[src/rtl/dmem_access_ctrl.sv]
// MEM-stage to single-port data SRAM sequencer: word stores and debug writes take 1 cycle; loads, sub-word stores (read-modify-write) and debug reads take 2.
// Stalls the pipe combinationally while an access is multi-cycle or while a starved debug request preempts it.
module dmem_access_ctrl #(
    parameter int ADDR_W     = 10,
    parameter int STARVE_LIM = 16
) (
    input  logic              clk,
    input  logic              rst,
    input  logic              pm_re_i,
    input  logic              pm_we_i,
    input  logic [1:0]        pm_len_i,
    input  logic              pm_sign_i,
    input  logic [31:0]       pm_addr_i,
    input  logic [31:0]       pm_wdata_i,
    output logic [31:0]       pm_rdata_o,
    output logic              pm_stall_o,
    output logic              pm_misalign_o,
    input  logic              dbg_req_i,
    input  logic              dbg_we_i,
    input  logic [ADDR_W-1:0] dbg_addr_i,
    input  logic [31:0]       dbg_wdata_i,
    output logic              dbg_ack_o,
    output logic [31:0]       dbg_rdata_o,
    output logic              sram_en_o,
    output logic              sram_we_o,
    output logic [ADDR_W-1:0] sram_addr_o,
    output logic [31:0]       sram_wdata_o,
    input  logic [31:0]       sram_rdata_i
);
    localparam int CNT_W = $clog2(STARVE_LIM + 1);

    typedef enum logic [2:0] {IDLE, P_RD, P_RMW, D_RD, D_PRE} state_t;

    state_t             state_q, state_d;
    logic [CNT_W-1:0]   starve_q, starve_d;

    logic               pm_req, is_byte, is_half, is_word, misalign, starve_hit;
    logic [ADDR_W-1:0]  pm_waddr;
    logic [7:0]         byte_v;
    logic [15:0]        half_v;
    logic [31:0]        lane_data, merge_data;
    logic               dbg_issue, dbg_ack;
    logic               sram_en, sram_we, stall, mis;
    logic [ADDR_W-1:0]  sram_addr;
    logic [31:0]        sram_wdata, pm_rdata, dbg_rdata;
    logic               unused_addr_bits;

    assign pm_req     = pm_re_i | pm_we_i;
    assign is_half    = (pm_len_i == 2'b01);
    assign is_byte    = (pm_len_i == 2'b10);
    assign is_word    = !is_half && !is_byte;
    assign misalign   = (is_word && (pm_addr_i[1:0] != 2'b00)) || (is_half && pm_addr_i[0]);
    assign starve_hit = (starve_q == CNT_W'(STARVE_LIM));
    assign pm_waddr   = pm_addr_i[ADDR_W+1:2];
    assign unused_addr_bits = ^pm_addr_i[31:ADDR_W+2];

    // Lane extraction for loads and lane merge for sub-word stores.
    always_comb begin
        byte_v     = sram_rdata_i[{pm_addr_i[1:0], 3'b000} +: 8];
        half_v     = sram_rdata_i[{pm_addr_i[1], 4'b0000} +: 16];
        lane_data  = sram_rdata_i;
        merge_data = sram_rdata_i;
        if (is_byte) begin
            lane_data = {{24{pm_sign_i & byte_v[7]}}, byte_v};
            merge_data[{pm_addr_i[1:0], 3'b000} +: 8] = pm_wdata_i[7:0];
        end else if (is_half) begin
            lane_data = {{16{pm_sign_i & half_v[15]}}, half_v};
            merge_data[{pm_addr_i[1], 4'b0000} +: 16] = pm_wdata_i[15:0];
        end
    end

    always_comb begin
        state_d    = state_q;
        starve_d   = starve_q;
        dbg_issue  = 1'b0;
        dbg_ack    = 1'b0;
        sram_en    = 1'b0;
        sram_we    = 1'b0;
        sram_addr  = '0;
        sram_wdata = '0;
        stall      = 1'b0;
        mis        = 1'b0;
        pm_rdata   = '0;
        dbg_rdata  = '0;
        unique case (state_q)
            IDLE: begin
                // A starved debug request goes ahead of a waiting pipe access.
                if (dbg_req_i && (!pm_req || starve_hit)) begin
                    dbg_issue = 1'b1;
                    sram_en   = 1'b1;
                    sram_addr = dbg_addr_i;
                    stall     = pm_req;
                    if (dbg_we_i) begin
                        sram_we    = 1'b1;
                        sram_wdata = dbg_wdata_i;
                        dbg_ack    = 1'b1;
                        if (pm_req) begin
                            state_d = D_PRE;
                        end
                    end else begin
                        state_d = D_RD;
                    end
                end else if (pm_req) begin
                    if (misalign) begin
                        mis = 1'b1;
                    end else begin
                        sram_en   = 1'b1;
                        sram_addr = pm_waddr;
                        if (pm_we_i && is_word) begin
                            sram_we    = 1'b1;
                            sram_wdata = pm_wdata_i;
                        end else begin
                            stall   = 1'b1;
                            state_d = pm_we_i ? P_RMW : P_RD;
                        end
                    end
                end
            end
            P_RD: begin
                pm_rdata = lane_data;
                state_d  = IDLE;
            end
            P_RMW: begin
                sram_en    = 1'b1;
                sram_we    = 1'b1;
                sram_addr  = pm_waddr;
                sram_wdata = merge_data;
                state_d    = IDLE;
            end
            D_RD: begin
                dbg_rdata = sram_rdata_i;
                dbg_ack   = 1'b1;
                stall     = pm_req;
                state_d   = IDLE;
            end
            D_PRE: begin
                stall   = pm_req;
                state_d = IDLE;
            end
            default: state_d = IDLE;
        endcase
        if (dbg_ack) begin
            starve_d = '0;
        end else if (dbg_req_i && !dbg_issue && !starve_hit) begin
            starve_d = starve_q + 1'b1;
        end
    end

    always_ff @(posedge clk or negedge rst) begin
        if (!rst) begin
            state_q  <= IDLE;
            starve_q <= '0;
        end else begin
            state_q  <= state_d;
            starve_q <= starve_d;
        end
    end

    // Outputs are forced low while reset is held so an aborted access cannot write.
    assign sram_en_o     = rst & sram_en;
    assign sram_we_o     = rst & sram_we;
    assign sram_addr_o   = rst ? sram_addr : '0;
    assign sram_wdata_o  = rst ? sram_wdata : '0;
    assign pm_stall_o    = rst & stall;
    assign pm_misalign_o = rst & mis;
    assign pm_rdata_o    = rst ? pm_rdata : '0;
    assign dbg_ack_o     = rst & dbg_ack;
    assign dbg_rdata_o   = rst ? dbg_rdata : '0;

endmodule

[config.mk]
export PLATFORM = sky130hd
export DESIGN_NAME = dmem_access_ctrl
export DESIGN_NICKNAME = d
export VERILOG_FILES = /design/src/rtl/dmem_access_ctrl.sv
export SDC_FILE = /design/constraint.sdc
export NUM_CORES = 1
export LEC_CHECK = 0
export ABC_AREA = 1
export BUFFER_PORTS_ARGS = -buffer_cell sky130_fd_sc_hd__buf_2
export CAP_MARGIN = 40
export CORE_ASPECT_RATIO = 0.9
export CORE_UTILIZATION = 40
export CTS_CLUSTER_DIAMETER = 150
export CTS_CLUSTER_SIZE = 20
export DETAILED_ROUTE_END_ITERATION = 10
export PLACE_DENSITY = 0.75
export SYNTH_ARGS = -nofsm -noshare
export SYNTH_HDL_FRONTEND = slang
export SYNTH_SLANG_ARGS = --single-unit
[constraint.sdc]
create_clock -name clk -period 2.61 [get_ports clk]
set_input_delay 0.261 -clock clk [delete_from_list [all_inputs] [get_ports clk]]
set_output_delay 0.261 -clock clk [all_outputs]
set_load 0.01 [all_outputs]
==> results by group, run 1 <==
Outcome
  • Status: complete, but fails checks
  • Failing checks: DRC

Yosys
  • Post-synth EDFFs: 0
  • Async set or reset register ratio after synthesis: 100%
  • Synth Cell Area: roughly 4300 sq um
  • Area contributors post-synth: nand2_1 (22%), nand3_1 (15%), a21oi_1 (11%)
  • Post-Synthesis Cells: between 800 and 900
  • Flops & latches, synth: 8
  • Synth warnings: 0
  • Syn nets: 1,054
  • Synth area leader: nand2_1
  • Mean area per synthesized cell: approximately 4.8 sq um
  • Yosys cell types: 27
  • Share of the synthesized area in the top cell type: 21.7%
  • Register area share after synthesis: 4.60%
  • Top_reg_cell synth: dfrtp_1

Power and ir drop
  • Worst VDD drop: 0.248 mV
  • Power Total: 0.00162 W
  • Power Dens Cells: 280 nW/um^2
  • Leak pwr: 3.31 nW

STA
  • Final setup fails: 0
  • Setup WS post-layout: 0.201 ns
  • RSZ-0062 raised after global routing: no
  • Max Fclk: 0.415 GHz
  • Relative slew margins: 61.6%
  • Worst Skew: 0.00245 ns
  • Worst-margin pin slew: 0.576 ns
  • Final Hold Fails: 0
  • Final Hold Slack: 0.358 ns
  • Final period utilization: 92.3%
  • Final worst path period need: 2.41 ns
  • Setup TNS: 0 ns
  • Max-slew violation count: 0

Route
  • Antenna-violating nets left: 0
  • Initial drt markers: 907
  • Via/cell ratio: 5.48
  • DRC: 15
  • DRT Pass-1 Iters: 9
  • Avg WL per Cell: 15.2 microns
  • Final WL: 18.7 mm
  • Via count: roughly 6,700

Worst setup path
  • Critical Path, Cell by Cell: dlygate4sd3_1 > buf_2 > inv_2 > nor4_4 > nand3_4 > a21oi_1 > buf_2
  • Slowest stage delay, CP: ~0.52 ns
  • Critical path's top delay family: buffers and inverters
  • Worst Path Arrival: 2.15 ns
  • Worst Path Buf+Inv: 4
  • R2r endpoint: starve_q[3]
  • Crit path launch type: input port
  • Reg2Reg Launch Point: starve_q[0]
  • Critical path type: in2out
  • Worst Setup SP: rst
  • Crit. path cell count: 7
  • Reg2Reg Depth: 11
  • Worst-path maximum fanout: 24
  • CP most frequent cell: buf_2
  • CP max-delay cell: dlygate4sd3_1
  • R2R Setup Slk: just under 0.7 ns
  • Setup crit end: pm_rdata_o[17]
  • Req. time, crit path: approximately 2.4 ns
  • Kind of end point of the critical path: output pin

Clocking
  • CTS tree: built
  • Clock tree root buffer cell: clkbuf_16
  • Setup Buffers After CTS: 0
  • CTS sink cnt: 8
  • Clk slew on worst S/H paths: 0.04 ns
  • Clk_lat worst skew: ~0.23 ns
  • H-tree depth: 1
  • Longest Clk Path Bufs: 2
  • CTS Buf Count: 3

GRT
  • Tot GR Track Use: 31.9%
  • First-pass GRT wire length: 29.1 mm
  • Total gr overflow: 0
  • Vias in the first global route: 5,552
  • Initial antenna violation count: 0
  • Largest net degree at the start of global routing: 73

Floorplan
  • Starting Density: 41.7%
  • Die height: 101 microns
  • Core Box Area: 10,400 sq um
  • Die area: ~11,000 sq um
  • # rows: 35
  • I/O pins: 258
  • Horiz. Die Dim: about 110 microns

Layout
  • Final cell count without fillers: 1,229
  • Most frequent cells in the layout: nand2_1 (251), buf_2 (237), nand3_1 (134)
  • Ant diodes: 0
  • Share of layout cells above drive strength 1: 27.5%
  • Synthesis-to-layout area growth: 32.6%
  • Commonest non-fill, non-tap cell in the layout: nand2_1
  • Fin nets: 1,258

Hold path
  • Worst hold path class: in2reg

Place
  • DP HPWL: roughly 14 mm
  • PortBufs: around 240
  • Pre-CTS WS: 0.352 ns
  • Placed Cells incl. Taps: 1,225
  • Final RePlAce weighted congestion: 1.00

Flow run
  • Max_cap viols: 0
[registers in the layout, indices dropped and copies added (netlist names)]
signal and count:
state_q 3, starve_q 5
[through the flow]
| stage | instance area [sq um] | utilization, % |
|---|---|---|
| detailed placement | 5680 | 54.5 |
| global placement | 5680 | 54.5 |
| finish | 5770 | 55.3 |
| floorplan | 4350 | - |
| CTS | 5760 | 55.3 |
| global route | 5770 | 55.3 |
[layer usage]
metal	GRT usage (%)	wire (microns)	up-vias
met5	0	0	-
met4	8.84	367	0
met3	4.57	2160	31
met2	48.4	8070	432
met1	46.3	8110	2881
li1	-	-	3394
[cell usage after synthesis, types with 2 or more instances]
cell type and instances:
a21oi_1 99, a21oi_2 11, a31oi_1 8, buf_1 7
buf_2 29, buf_4 4, buf_6 2, clkbuf_1 29
dfrtp_1 8, ha_1 9, inv_1 77, inv_2 6
nand2_1 251, nand2_2 4, nand3_1 134, nand4_1 14
nor2_1 106, nor2_2 2, nor3_1 2, o211ai_1 32
o21ai_0 58
[layout make-up]
type,instances,area [sq um]
Timing Repair Buffer,270,1500
Inverter,83,312
Multi-Input combinational cell,736,3520
Sequential cell,8,200
Clock buffer,3,75.1
Tap cell,129,161
Fill cell,1131,4660
[worst reg2reg max path, stage by stage, from the launching register on]
cell	delay, ns
dfrtp_1	0.41
inv_1	0.09
ha_1	0.15
nand2_1	0.05
inv_1	0.06
nand2_1	0.09
nand2_2	0.12
buf_4	0.23
nand3_1	0.27
nand2_1	0.19
nand2_1	0.06
a21oi_1	0.13
[timing repair]
item / CTS / global route
setup endpoints to repair: 0 / 1
hold buffers: 1 / 0
endpoints found under the hold margin: 8 / 0
gates resized for setup: 0 / 1
[where the power goes]
group,internal (W),switching [W]
Combinational,0.000418,0.000746
Sequential,0.000156,0.0000366
Clock,0.000198,0.0000629
Total,0.000772,0.000845
[cell families (layout without fill, tap and decap cells)]
group                      after synthesis  after routing  synth area share (%)
and+or+nand+nor                        517            517                  50.6
AOI/OAI and AO/OA                      209            209                  27.2
buffers and inverters                  154            356                  14.8
adders and majority gates                9              9                  2.59
DFF                                      8              8                  4.60
xor gates and xnor gates                 1              1                 0.201
[how the worst min path moves through the flow]
stage	from	endpoint	depth (start not counted)
after floorplan	rst	starve_q[0]	0
after global placement	rst	starve_q[4]	1
after detailed placement	rst	starve_q[4]	1
after CTS	pm_we_i	state_q[0]	4
after global routing	pm_we_i	state_q[0]	4
final	pm_we_i	state_q[1]	3
Note: power is estimated with default switching activity, not from simulation.
==> inputs of run 2 (changes only) <==
Settings changed: CORE_MARGIN set to 1.5, REMOVE_ABC_BUFFERS set to 1.
Clock period 2.61 ns to 2.4 ns, I/O delays scaled along.
==> results by group, run 2 (same netlist as run 1, synthesis figures left out) <==
Outcome
  • Status: finished, final reports clean

Worst setup path
  • Kind of end point of the critical path: output pin
  • Req. time, crit path: 2.16 ns
  • Worst Setup SP: starve_q[0]
  • Slowest stage delay, CP: roughly 0.39 ns
  • CP max-delay cell: dfrtp_1
  • Worst Path Buf+Inv: 5
  • Critical path's top delay family: simple AND/OR/NAND/NOR gates
  • Crit path launch type: flip-flop
  • Worst Path Arrival: 1.96 ns
  • CP most frequent cell: inv_1
  • Worst-path maximum fanout: 17
  • Critical Path, Cell by Cell: inv_1 > ha_1 > nand2_1 > inv_1 > nand2_1 > nand2_4 > buf_8 > nand4_1 > nand2_2 > inv_1 > nor2_1 > buf_2
  • Reg2Reg Launch Point: starve_q[0]
  • Critical path type: reg2out

Clocking
  • CTS Buf Count: 3
  • CTS sink cnt: 8
  • H-tree depth: 1
  • Clk_lat worst skew: 0.23 ns
  • Clock tree root buffer cell: clkbuf_16
  • Longest Clk Path Bufs: 2
  • Clk slew on worst S/H paths: 0.04 ns
  • CTS tree: built

Layout
  • Registers with the most flip-flops: starve_q x5, state_q x3
  • Share of layout cells above drive strength 1: 28.1%
  • Ant diodes: 0
  • Most frequent cells in the layout: nand2_1 (250), buf_2 (237), nand3_1 (134)
  • Most flop-heavy register: starve_q
  • Synthesis-to-layout area growth: 34.7%
  • Max reg flops: 5
  • Commonest non-fill, non-tap cell in the layout: nand2_1
  • FILL cells: 1,148
  • Fin nets: 1,265

STA
  • Relative slew margins: 60.6%
  • Setup WS post-layout: just over 0.2 ns
  • Max Fclk: 0.455 GHz
  • Worst Skew: roughly 0.0022 ns
  • Final period utilization: approximately 92%
  • Final Hold Fails: 0
  • Final worst path period need: 2.20 ns
  • Final setup fails: 0
  • Setup TNS: 0 ns
  • Worst-margin pin slew: 0.589 ns
  • Max-slew violation count: 0
  • RSZ-0062 raised after global routing: no

Route
  • Avg WL per Cell: 15.5 microns
  • DRT Pass-1 Iters: 6
  • Via count: roughly 6,900
  • Antenna-violating nets left: 0
  • DRC: 0
  • Via/cell ratio: approximately 5.6
  • Initial drt markers: 642
  • Final WL: 19.1 mm

Floorplan
  • # rows: 35
  • Die height: 102 microns
  • Core Box Area: about 10,000 sq um
  • I/O pins: 258
  • Starting Density: roughly two fifths
  • Horiz. Die Dim: 113 microns
  • Die area: 11,500 sq um

GRT
  • Tot GR Track Use: 31.2%
  • First-pass GRT wire length: 29.6 mm
  • Vias in the first global route: 6,043
  • Initial antenna violation count: 0
  • Total gr overflow: 0
  • Largest net degree at the start of global routing: 41

Place
  • Final RePlAce weighted congestion: 1.01
  • Pre-CTS WS: 0.290 ns
  • DP HPWL: between 10 and 15 mm
  • PortBufs: 237

Flow run
  • Max_cap viols: 0

Power and ir drop
  • Leak pwr: 3.36 nW
  • Power Dens Cells: between 300 and 400 nW/um^2
  • Worst VDD drop: 0.218 mV

Hold path
  • Worst hold path class: in2reg
  • HP Start: pm_we_i
## run 2: worst paths after layout
path,end,slack [ns],depth (start not counted)
min in group asynchronous,starve_q[3],0.53,2
max in group asynchronous,state_q[2],1.59,2
max,dbg_ack_o,0.20,12
min reg2reg,starve_q[3],0.55,2
max reg2reg,starve_q[3],0.55,11
min,state_q[0],0.34,4
## run 2: where the power goes
part	switching (W)	leakage, nW	total (W)	internal (W)
logic	0.000823	3.21	0.00132	0.000493
registers	0.0000374	0.105	0.000207	0.000169
clock network	0.0000662	0.0370	0.000281	0.000215
## run 2: per-stage QoR
step / area [sq um] / util [%] / total power (W) / hold WS (ns) / instances
floorplan: 4020 / - / 0.000922 / -0.0556 / 827
global placement: 5730 / 55.0 / 0.00146 / 0.107 / 1230
detailed placement: 5730 / 55.0 / 0.00147 / 0.112 / 1230
CTS: 5820 / 55.8 / 0.00177 / 0.340 / 1234
global route: 5860 / 56.2 / 0.00197 / 0.374 / 1236
finish: 5860 / 56.2 / 0.00180 / 0.341 / 1236
## run 2: worst reg2reg max path: cells and delay by family (launching register included)
family	cells	cell delay, ns
compound gates	1	0.12
fa+ha+maj	1	0.14
buf+inv	3	0.33
flops	1	0.39
simple gates	6	0.79
## run 2: repair_timing
item	4_1_cts	5_1_grt
resized for setup	0	7
setup buffers	0	2
setup endpoints to repair	0	41
hold buffers	1	0
hold endpoints to repair	8	0
## run 2: metal layers
metal	part of all wire, %	GRT usage [%]	vias to the layer above
met5	0	0	-
met4	2.9	10.6	0
met3	11	6.05	52
met2	46	51.1	403
met1	40	41.4	3086
li1	-	-	3394
## run 2: final cells by class
| type | count | area [sq um] | share of cell area [%] |
|---|---|---|---|
| Clock buffer | 3 | 75.1 | 1.28 |
| Inverter | 83 | 312 | 5.32 |
| Multi-Input combinational cell | 736 | 3530 | 60.3 |
| Sequential cell | 8 | 200 | 3.42 |
| Tap cell | 129 | 161 | 2.75 |
| Timing Repair Buffer | 277 | 1580 | 26.9 |
